`src/rtl/vend_coin_sequencer_if.sv`:
```
// Coin-side, FSM-side and actuator-side signals of the vending front end.
// The sequencer takes the slave view. The environment (mechanism, FSM,
// motor, hopper) takes the master view.
interface vend_coin_sequencer_if;
  logic       coin_valid;
  logic [1:0] coin_type;
  logic       coin_ready;
  logic       one;
  logic       two;
  logic       five;
  logic       fsm_d;
  logic [2:0] fsm_r;
  logic       vend_req;
  logic       vend_ack;
  logic       hop_req;
  logic       hop_ack;
  logic [2:0] change_left;
  logic       reject;
  logic       busy;

  modport master (
    output coin_valid, coin_type, fsm_d, fsm_r, vend_ack, hop_ack,
    input  coin_ready, one, two, five, vend_req, hop_req, change_left, reject, busy
  );

  modport slave (
    input  coin_valid, coin_type, fsm_d, fsm_r, vend_ack, hop_ack,
    output coin_ready, one, two, five, vend_req, hop_req, change_left, reject, busy
  );
endinterface

```
`src/rtl/vend_coin_sequencer.sv`:
```
// Front-end controller for vending_fsm.
// It queues coins and feeds them to the FSM one at a time as single-cycle
// pulses, with a settle gap after each pulse. It turns the FSM's dispense
// and change outputs into handshaked motor and hopper requests. Vend is
// served before change, and change is served before the next coin.
module vend_coin_sequencer #(
  parameter int DEPTH  = 4,
  parameter int SETTLE = 2
) (
  input logic                  clk,
  input logic                  reset,
  vend_coin_sequencer_if.slave bus
);

  localparam int AW = $clog2(DEPTH);
  localparam int CW = AW + 1;
  localparam int SW = $clog2(SETTLE) + 1;
  localparam logic [CW-1:0] FULL_COUNT = CW'(DEPTH);
  localparam logic [CW-1:0] CNT_ONE    = CW'(1);
  localparam logic [AW-1:0] PTR_ONE    = AW'(1);
  localparam logic [SW-1:0] WAIT_ONE   = SW'(1);
  localparam logic [SW-1:0] WAIT_LAST  = SW'(SETTLE - 1);

  typedef enum logic [2:0] {
    ST_IDLE   = 3'd0,
    ST_ISSUE  = 3'd1,
    ST_WAIT   = 3'd2,
    ST_VEND   = 3'd3,
    ST_CHANGE = 3'd4
  } state_t;

  // Change counter update: take off one acked coin, add new change owed,
  // and saturate at 7. The caller only sets dec when the counter is nonzero.
  function automatic logic [2:0] change_update(input logic [2:0] cur,
                                               input logic       dec,
                                               input logic [2:0] add);
    logic [3:0] sum;
    sum = {1'b0, cur} + {1'b0, add} - {3'b000, dec};
    if (sum > 4'd7) begin
      return 3'd7;
    end else begin
      return sum[2:0];
    end
  endfunction

  logic [1:0]    mem_r [DEPTH];
  logic [AW-1:0] wr_ptr_r;
  logic [AW-1:0] rd_ptr_r;
  logic [CW-1:0] count_r;
  logic          full_s;
  logic          empty_s;
  logic          hs_s;
  logic          slug_s;
  logic          push_s;
  logic          pop_s;
  logic [1:0]    head_s;

  state_t        state_r;
  state_t        state_s;
  logic [SW-1:0] wait_cnt_r;
  logic [SW-1:0] wait_cnt_s;
  logic          vend_pend_r;
  logic          vend_pend_s;
  logic          vend_done_s;
  logic [2:0]    change_r;
  logic [2:0]    change_s;
  logic          hop_dec_s;
  logic          one_r;
  logic          one_s;
  logic          two_r;
  logic          two_s;
  logic          five_r;
  logic          five_s;
  logic          vend_req_r;
  logic          vend_req_s;
  logic          hop_req_r;
  logic          hop_req_s;
  logic          reject_r;

  // A full FIFO refuses coins even if a pop is decided in the same cycle,
  // so coin_ready depends only on the registered occupancy.
  assign full_s  = (count_r == FULL_COUNT);
  assign empty_s = (count_r == {CW{1'b0}});
  assign hs_s    = bus.coin_valid & ~full_s;
  assign slug_s  = hs_s & (bus.coin_type == 2'b11);
  assign push_s  = hs_s & (bus.coin_type != 2'b11);
  assign head_s  = mem_r[rd_ptr_r];

  assign bus.coin_ready  = ~full_s;
  assign bus.one         = one_r;
  assign bus.two         = two_r;
  assign bus.five        = five_r;
  assign bus.vend_req    = vend_req_r;
  assign bus.hop_req     = hop_req_r;
  assign bus.change_left = change_r;
  assign bus.reject      = reject_r;
  assign bus.busy        = (state_r != ST_IDLE) | ~empty_s | vend_pend_r | (change_r != 3'd0);

  // Coin FIFO: storage, pointers and occupancy.
  always_ff @(posedge clk or posedge reset) begin
    if (reset) begin
      for (int i = 0; i < DEPTH; i++) begin
        mem_r[i] <= 2'b00;
      end
      wr_ptr_r <= {AW{1'b0}};
      rd_ptr_r <= {AW{1'b0}};
      count_r  <= {CW{1'b0}};
    end else begin
      if (push_s) begin
        mem_r[wr_ptr_r] <= bus.coin_type;
        wr_ptr_r        <= wr_ptr_r + PTR_ONE;
      end
      if (pop_s) begin
        rd_ptr_r <= rd_ptr_r + PTR_ONE;
      end
      case ({push_s, pop_s})
        2'b10:   count_r <= count_r + CNT_ONE;
        2'b01:   count_r <= count_r - CNT_ONE;
        default: count_r <= count_r;
      endcase
    end
  end

  // Pending-request monitor, which runs in every state. A new dispense
  // wins over a same-cycle vend ack. An acked coin and new change net out.
  always_comb begin
    vend_done_s = (state_r == ST_VEND) & bus.vend_ack;
    if (bus.fsm_d) begin
      vend_pend_s = 1'b1;
    end else if (vend_done_s) begin
      vend_pend_s = 1'b0;
    end else begin
      vend_pend_s = vend_pend_r;
    end
    hop_dec_s = hop_req_r & bus.hop_ack & (change_r != 3'd0);
    change_s  = change_update(change_r, hop_dec_s, bus.fsm_r);
  end

  // Sequencer next state and next values of the registered outputs.
  always_comb begin
    state_s    = state_r;
    wait_cnt_s = wait_cnt_r;
    pop_s      = 1'b0;
    one_s      = 1'b0;
    two_s      = 1'b0;
    five_s     = 1'b0;
    vend_req_s = vend_req_r;
    hop_req_s  = hop_req_r;
    case (state_r)
      ST_IDLE: begin
        if (vend_pend_r) begin
          state_s    = ST_VEND;
          vend_req_s = 1'b1;
        end else if (change_r != 3'd0) begin
          state_s   = ST_CHANGE;
          hop_req_s = 1'b1;
        end else if (!empty_s) begin
          state_s = ST_ISSUE;
          pop_s   = 1'b1;
          case (head_s)
            2'b00:   one_s  = 1'b1;
            2'b01:   two_s  = 1'b1;
            2'b10:   five_s = 1'b1;
            default: one_s  = 1'b0;
          endcase
        end else begin
          state_s = ST_IDLE;
        end
      end
      ST_ISSUE: begin
        state_s    = ST_WAIT;
        wait_cnt_s = {SW{1'b0}};
      end
      ST_WAIT: begin
        if (wait_cnt_r == WAIT_LAST) begin
          state_s    = ST_IDLE;
          wait_cnt_s = {SW{1'b0}};
        end else begin
          wait_cnt_s = wait_cnt_r + WAIT_ONE;
        end
      end
      ST_VEND: begin
        if (bus.vend_ack) begin
          state_s    = ST_IDLE;
          vend_req_s = 1'b0;
        end else begin
          vend_req_s = 1'b1;
        end
      end
      ST_CHANGE: begin
        if (change_s == 3'd0) begin
          state_s   = ST_IDLE;
          hop_req_s = 1'b0;
        end else begin
          hop_req_s = 1'b1;
        end
      end
      default: begin
        state_s    = ST_IDLE;
        wait_cnt_s = {SW{1'b0}};
        vend_req_s = 1'b0;
        hop_req_s  = 1'b0;
      end
    endcase
  end

  // State, pending flags and output registers. A reset also drops queued
  // coins and owed change, because the FSM shares the same reset.
  always_ff @(posedge clk or posedge reset) begin
    if (reset) begin
      state_r     <= ST_IDLE;
      wait_cnt_r  <= {SW{1'b0}};
      vend_pend_r <= 1'b0;
      change_r    <= 3'd0;
      one_r       <= 1'b0;
      two_r       <= 1'b0;
      five_r      <= 1'b0;
      vend_req_r  <= 1'b0;
      hop_req_r   <= 1'b0;
      reject_r    <= 1'b0;
    end else begin
      state_r     <= state_s;
      wait_cnt_r  <= wait_cnt_s;
      vend_pend_r <= vend_pend_s;
      change_r    <= change_s;
      one_r       <= one_s;
      two_r       <= two_s;
      five_r      <= five_s;
      vend_req_r  <= vend_req_s;
      hop_req_r   <= hop_req_s;
      reject_r    <= slug_s;
    end
  end

endmodule
```
`src/flat_wrapper.sv`:
```
// flat-port wrapper written by rule: the top's interface ports become plain ports
module vend_coin_sequencer_flat 
#(
  parameter int DEPTH  = 4,
  parameter int SETTLE = 2
)
  (clk, reset, bus_coin_valid, bus_coin_type, bus_fsm_d, bus_fsm_r, bus_vend_ack, bus_hop_ack, bus_coin_ready, bus_one, bus_two, bus_five, bus_vend_req, bus_hop_req, bus_change_left, bus_reject, bus_busy);
  vend_coin_sequencer_if bus_i ();
  input logic clk;
  input logic reset;
  input wire logic [$bits(bus_i.coin_valid)-1:0] bus_coin_valid;
  input wire logic [$bits(bus_i.coin_type)-1:0] bus_coin_type;
  input wire logic [$bits(bus_i.fsm_d)-1:0] bus_fsm_d;
  input wire logic [$bits(bus_i.fsm_r)-1:0] bus_fsm_r;
  input wire logic [$bits(bus_i.vend_ack)-1:0] bus_vend_ack;
  input wire logic [$bits(bus_i.hop_ack)-1:0] bus_hop_ack;
  output wire logic [$bits(bus_i.coin_ready)-1:0] bus_coin_ready;
  output wire logic [$bits(bus_i.one)-1:0] bus_one;
  output wire logic [$bits(bus_i.two)-1:0] bus_two;
  output wire logic [$bits(bus_i.five)-1:0] bus_five;
  output wire logic [$bits(bus_i.vend_req)-1:0] bus_vend_req;
  output wire logic [$bits(bus_i.hop_req)-1:0] bus_hop_req;
  output wire logic [$bits(bus_i.change_left)-1:0] bus_change_left;
  output wire logic [$bits(bus_i.reject)-1:0] bus_reject;
  output wire logic [$bits(bus_i.busy)-1:0] bus_busy;
  assign bus_i.coin_valid = bus_coin_valid;
  assign bus_i.coin_type = bus_coin_type;
  assign bus_i.fsm_d = bus_fsm_d;
  assign bus_i.fsm_r = bus_fsm_r;
  assign bus_i.vend_ack = bus_vend_ack;
  assign bus_i.hop_ack = bus_hop_ack;
  assign bus_coin_ready = bus_i.coin_ready;
  assign bus_one = bus_i.one;
  assign bus_two = bus_i.two;
  assign bus_five = bus_i.five;
  assign bus_vend_req = bus_i.vend_req;
  assign bus_hop_req = bus_i.hop_req;
  assign bus_change_left = bus_i.change_left;
  assign bus_reject = bus_i.reject;
  assign bus_busy = bus_i.busy;
  vend_coin_sequencer #(.DEPTH(DEPTH), .SETTLE(SETTLE)) u_core (.clk(clk), .reset(reset), .bus(bus_i));
endmodule
```
`config.mk`:
```
export PLATFORM = sky130hd
export DESIGN_NAME = vend_coin_sequencer_flat
export DESIGN_NICKNAME = d
export VERILOG_FILES = /design/src/rtl/vend_coin_sequencer_if.sv /design/src/rtl/vend_coin_sequencer.sv /design/src/flat_wrapper.sv
export SDC_FILE = /design/constraint.sdc
export NUM_CORES = 1
export LEC_CHECK = 0
export CORE_MARGIN = 2
export CORE_UTILIZATION = 55
export CTS_BUF_LIST = sky130_fd_sc_hd__clkbuf_8
export DETAILED_ROUTE_END_ITERATION = 6
export GPL_TIMING_DRIVEN = 0
export PLACE_DENSITY = 0.84
export REMOVE_ABC_BUFFERS = 1
export SLEW_MARGIN = 10
export SYNTH_ARGS = -nofsm -noshare
export SYNTH_HDL_FRONTEND = slang
export SYNTH_SLANG_ARGS = --single-unit
```
`constraint.sdc`:
```
create_clock -name clk -period 4.9 [get_ports clk]
set_input_delay 0.98 -clock clk [delete_from_list [all_inputs] [get_ports clk]]
set_output_delay 0.98 -clock clk [all_outputs]
set_load 0.01 [all_outputs]
```
==> reports/qor.csv <==
stage,metric,value,unit
grt,grt_max_degree,31,
grt,track_usage,21.3,%
synth,yosysTopAreaCell,dfrtp_1,
hold_path,whs_endpoint,u_core.count_r[2],
place,io_buffers,21,
timing,drv_slew,0,
final_layout,layout.cells.non_filler,201,
route,ant_nets,0,
route,via_per_inst,5.58,
synth,synth.most_common_cell,dfrtp_1,
timing,fin_skew,0.00187,ns
floorplan,pin_count,22,
grt,gr-usage-met3,8.52,%
place,dp.cells,193,
final_layout,layout-drive-gt1-share,17.1,%
clock_network,clockBufferDepth,2,
worst_setup_path,path_class,in2reg,
floorplan,die_height,59.0,um
route,vias,1121,
hold_path,worstHoldPathCells,1,
worst_setup_path,r2r_slack,1.91,ns
synth,syn-instance-count,145,
synth,synthTopCellsByCount,"30 x dfrtp_1, 21 x inv_1, 11 x ha_1",
synth,synth_edf_count,0,
power,pwr-share-comb,42.1,%
power,powerDensity,549,nW/um^2
worst_setup_path,crit_path_max_fanout,3,
worst_setup_path,crit_arrival,3.36,ns
route,drc,0,
clock_network,postCtsSetupBuffers,0,
clock_network,worstSkewPairLatency,0.28,ns
grt,grt_util_met1,25.4,%
synth,synth_cell_types,38,
worst_setup_path,required,5.07,ns
timing,fin_crit,3.19,ns
grt,busiest_layer,met2,
run,maxCapViolCount,0,
timing,tns,0,ns
grt,antenna_found_initial,0,
route,post_drt_wl_per_cell,15.6,um
worst_setup_path,r2r-start,u_core.bus.change_left[2],
route,drt_wl_total,3.13,mm
floorplan,rows,19,
worst_setup_path,startpoint_type,input port,
power,p_total,1090,uW
timing,rsz0062_at_grt,no,
power,seqPwrFrac,39.1,%
place,gp_routability_congestion,0.783,
power,swShare,35.9,%
synth,avgSynthCellArea,11.5,sq um
floorplan,placeableCoreArea,2830,sq um
timing,post-route-period-util,65.0,%
outcome,outcome,"complete, no violations",
timing,fmax,0.314,GHz
route,dr.pass1.iters,4,
synth,synth_warnings,0,
power,p_leak,0.000972,uW
timing,setup_violations,0,
worst_setup_path,r2r-end,u_core.state_r[2],
synth,synthArstFlopShare,100,%
hold_path,min_from,u_core.count_r[2],
synth,ys.flop_type,dfrtp_1,
clock_network,clock-root-buffer,clkbuf_8,
grt,first_global_vias,1172,
grt,grt_overflow,0,
timing,relSlewSlack,27.5,%
route,drt_iter0_drc,103,
floorplan,start_util,58.9,%
synth,synth-seq-cells,30,
synth,yosysTopAreaCellShare,45.0,%
final_layout,fillCellCount,200,
grt,grt_pass1_wl,5.32,mm
power,power.share.clock,18.8,%
clock_network,ctsResizeCount,0,
final_layout,n_antenna_cell,0,
final_layout,final_net_count,193,
power,peakVddDrop,0.342,mV
synth,syn_area,1670,sq um
place,dp_hpwl,2.37,mm
clock_network,clkTransAtPathRegs,0.06,ns
timing,worst_pin_slew,1.08,ns
grt,grt_use_met2,34.4,%
floorplan,die_x,59.0,um
timing,hold_viol_final,0,
synth,netlist_top_cells_area,"dfrtp_1 45%, ha_1 8.3%, mux2_4 7.2%",
synth,synth-seq-area-share,45.0,%
power,p_int,697,uW
power,power.switching,391,uW
worst_setup_path,ff2ff_path_depth,10,
floorplan,dieArea,3490,sq um
hold_path,min_path_type,reg2reg,
clock_network,cts_max_level,2,
clock_network,postCtsHoldBufs,0,
clock_network,cts_sinks,30,
worst_setup_path,cp-end-kind,flip-flop,
final_layout,syn_to_final_growth,18.9,%
final_layout,final_util,70.1,%
clock_network,cts_made_buffers,5,
clock_network,cts_tree,yes,
[flip-flops by register name (all words and copies together) (netlist names)]
name	cells
u_core.bus.change_left	3
u_core.bus.five	1
u_core.bus.hop_req	1
u_core.bus.one	1
u_core.bus.reject	1
u_core.bus.two	1
u_core.bus.vend_req	1
u_core.count_r	3
u_core.mem_r	8
u_core.rd_ptr_r	2
u_core.state_r	3
u_core.vend_pend_r	1
u_core.wait_cnt_r	2
u_core.wr_ptr_r	2
[worst max-delay path by stage]
stage                     slack [ns]                 to   startpoint
final                           1.71  u_core.state_r[2]  bus_hop_ack
after global routing            1.53  u_core.state_r[2]  bus_hop_ack
after detailed placement        1.46  u_core.state_r[2]  bus_hop_ack
after global placement          1.55  u_core.state_r[2]  bus_hop_ack
after floorplan                 2.05  u_core.state_r[2]  bus_hop_ack
after CTS                       1.72  u_core.state_r[2]  bus_hop_ack
[layout by cell type, fill, tap and decap left out, types with 2 or more instances in the layout]
cell              n
a21o_1            2
a21oi_1           5
clkbuf_8          6
clkdlybuf4s50_1  21
dfrtp_1          30
fa_1              2
ha_1             11
inv_1            21
mux2_4            8
mux2i_1           3
mux4_2            2
nand2_1           5
nand2_4           4
nand3_1           3
nand3b_1          2
nor2_1            8
nor3_1            4
nor3b_1           2
o21ai_0           4
or2_2             3
xnor2_1           4
xor2_1            4
[stage by stage]
step / hold slack [ns] / worst slack [ns] / cell area, sq um
6_report: 0.504 / 1.71 / 1980
3_3_place_gp: 0.484 / 1.55 / 1890
3_5_place_dp: 0.499 / 1.46 / 1890
5_1_grt: 0.522 / 1.53 / 1980
4_1_cts: 0.511 / 1.72 / 1980
2_1_floorplan: 0.456 / 2.05 / 1640
[routing by layer]
layer	part of all wire [%]	wire [um]	vias up
met3	4.1	130	9
met4	2.4	74	0
met5	0	0	-
li1	-	-	539
met1	43	1340	546
met2	51	1590	27
[area by class of cell]
cell class | count | area [sq um] | share of cell area [%]
clock buffers | 6 | 82.6 | 4.17
clock inverters | 2 | 8.76 | 0.442
inverters | 21 | 78.8 | 3.98
multi-input cells | 90 | 812 | 41.0
flip-flops and latches | 30 | 751 | 37.9
well taps | 31 | 38.8 | 1.96
repair buffers | 21 | 210 | 10.6
[kinds of logic (layout without fill, tap and decap cells)]
kind of cell | Yosys count | after routing | share of synthesized area, %
compound gates | 16 | 16 | 6.46
simple gates | 40 | 40 | 15.7
flops | 30 | 30 | 45.0
xor+xnor | 8 | 8 | 4.20
buf+inv | 25 | 50 | 6.23
fa+ha+maj | 13 | 13 | 10.7
mux | 13 | 13 | 11.7
[power groups by stage]
stage | Combinational (uW) | Sequential (uW) | Clock (uW)
global route | 507 | 440 | 217
detailed placement | 457 | 429 | 0
floorplan | 338 | 412 | 0
CTS | 461 | 426 | 207
finish | 458 | 426 | 204
global placement | 427 | 422 | 0
[worst max-delay path, stage by stage]
cell and delay [ns]:
clkdlybuf4s50_1 0.42, and3_1 0.16, ha_1 0.27, inv_1 0.04, ha_1 0.21, fa_1 0.39, xor2_1 0.19, nor4b_1 0.25
mux2i_1 0.16, a32o_1 0.29
(Power assumes the default switching activity.)
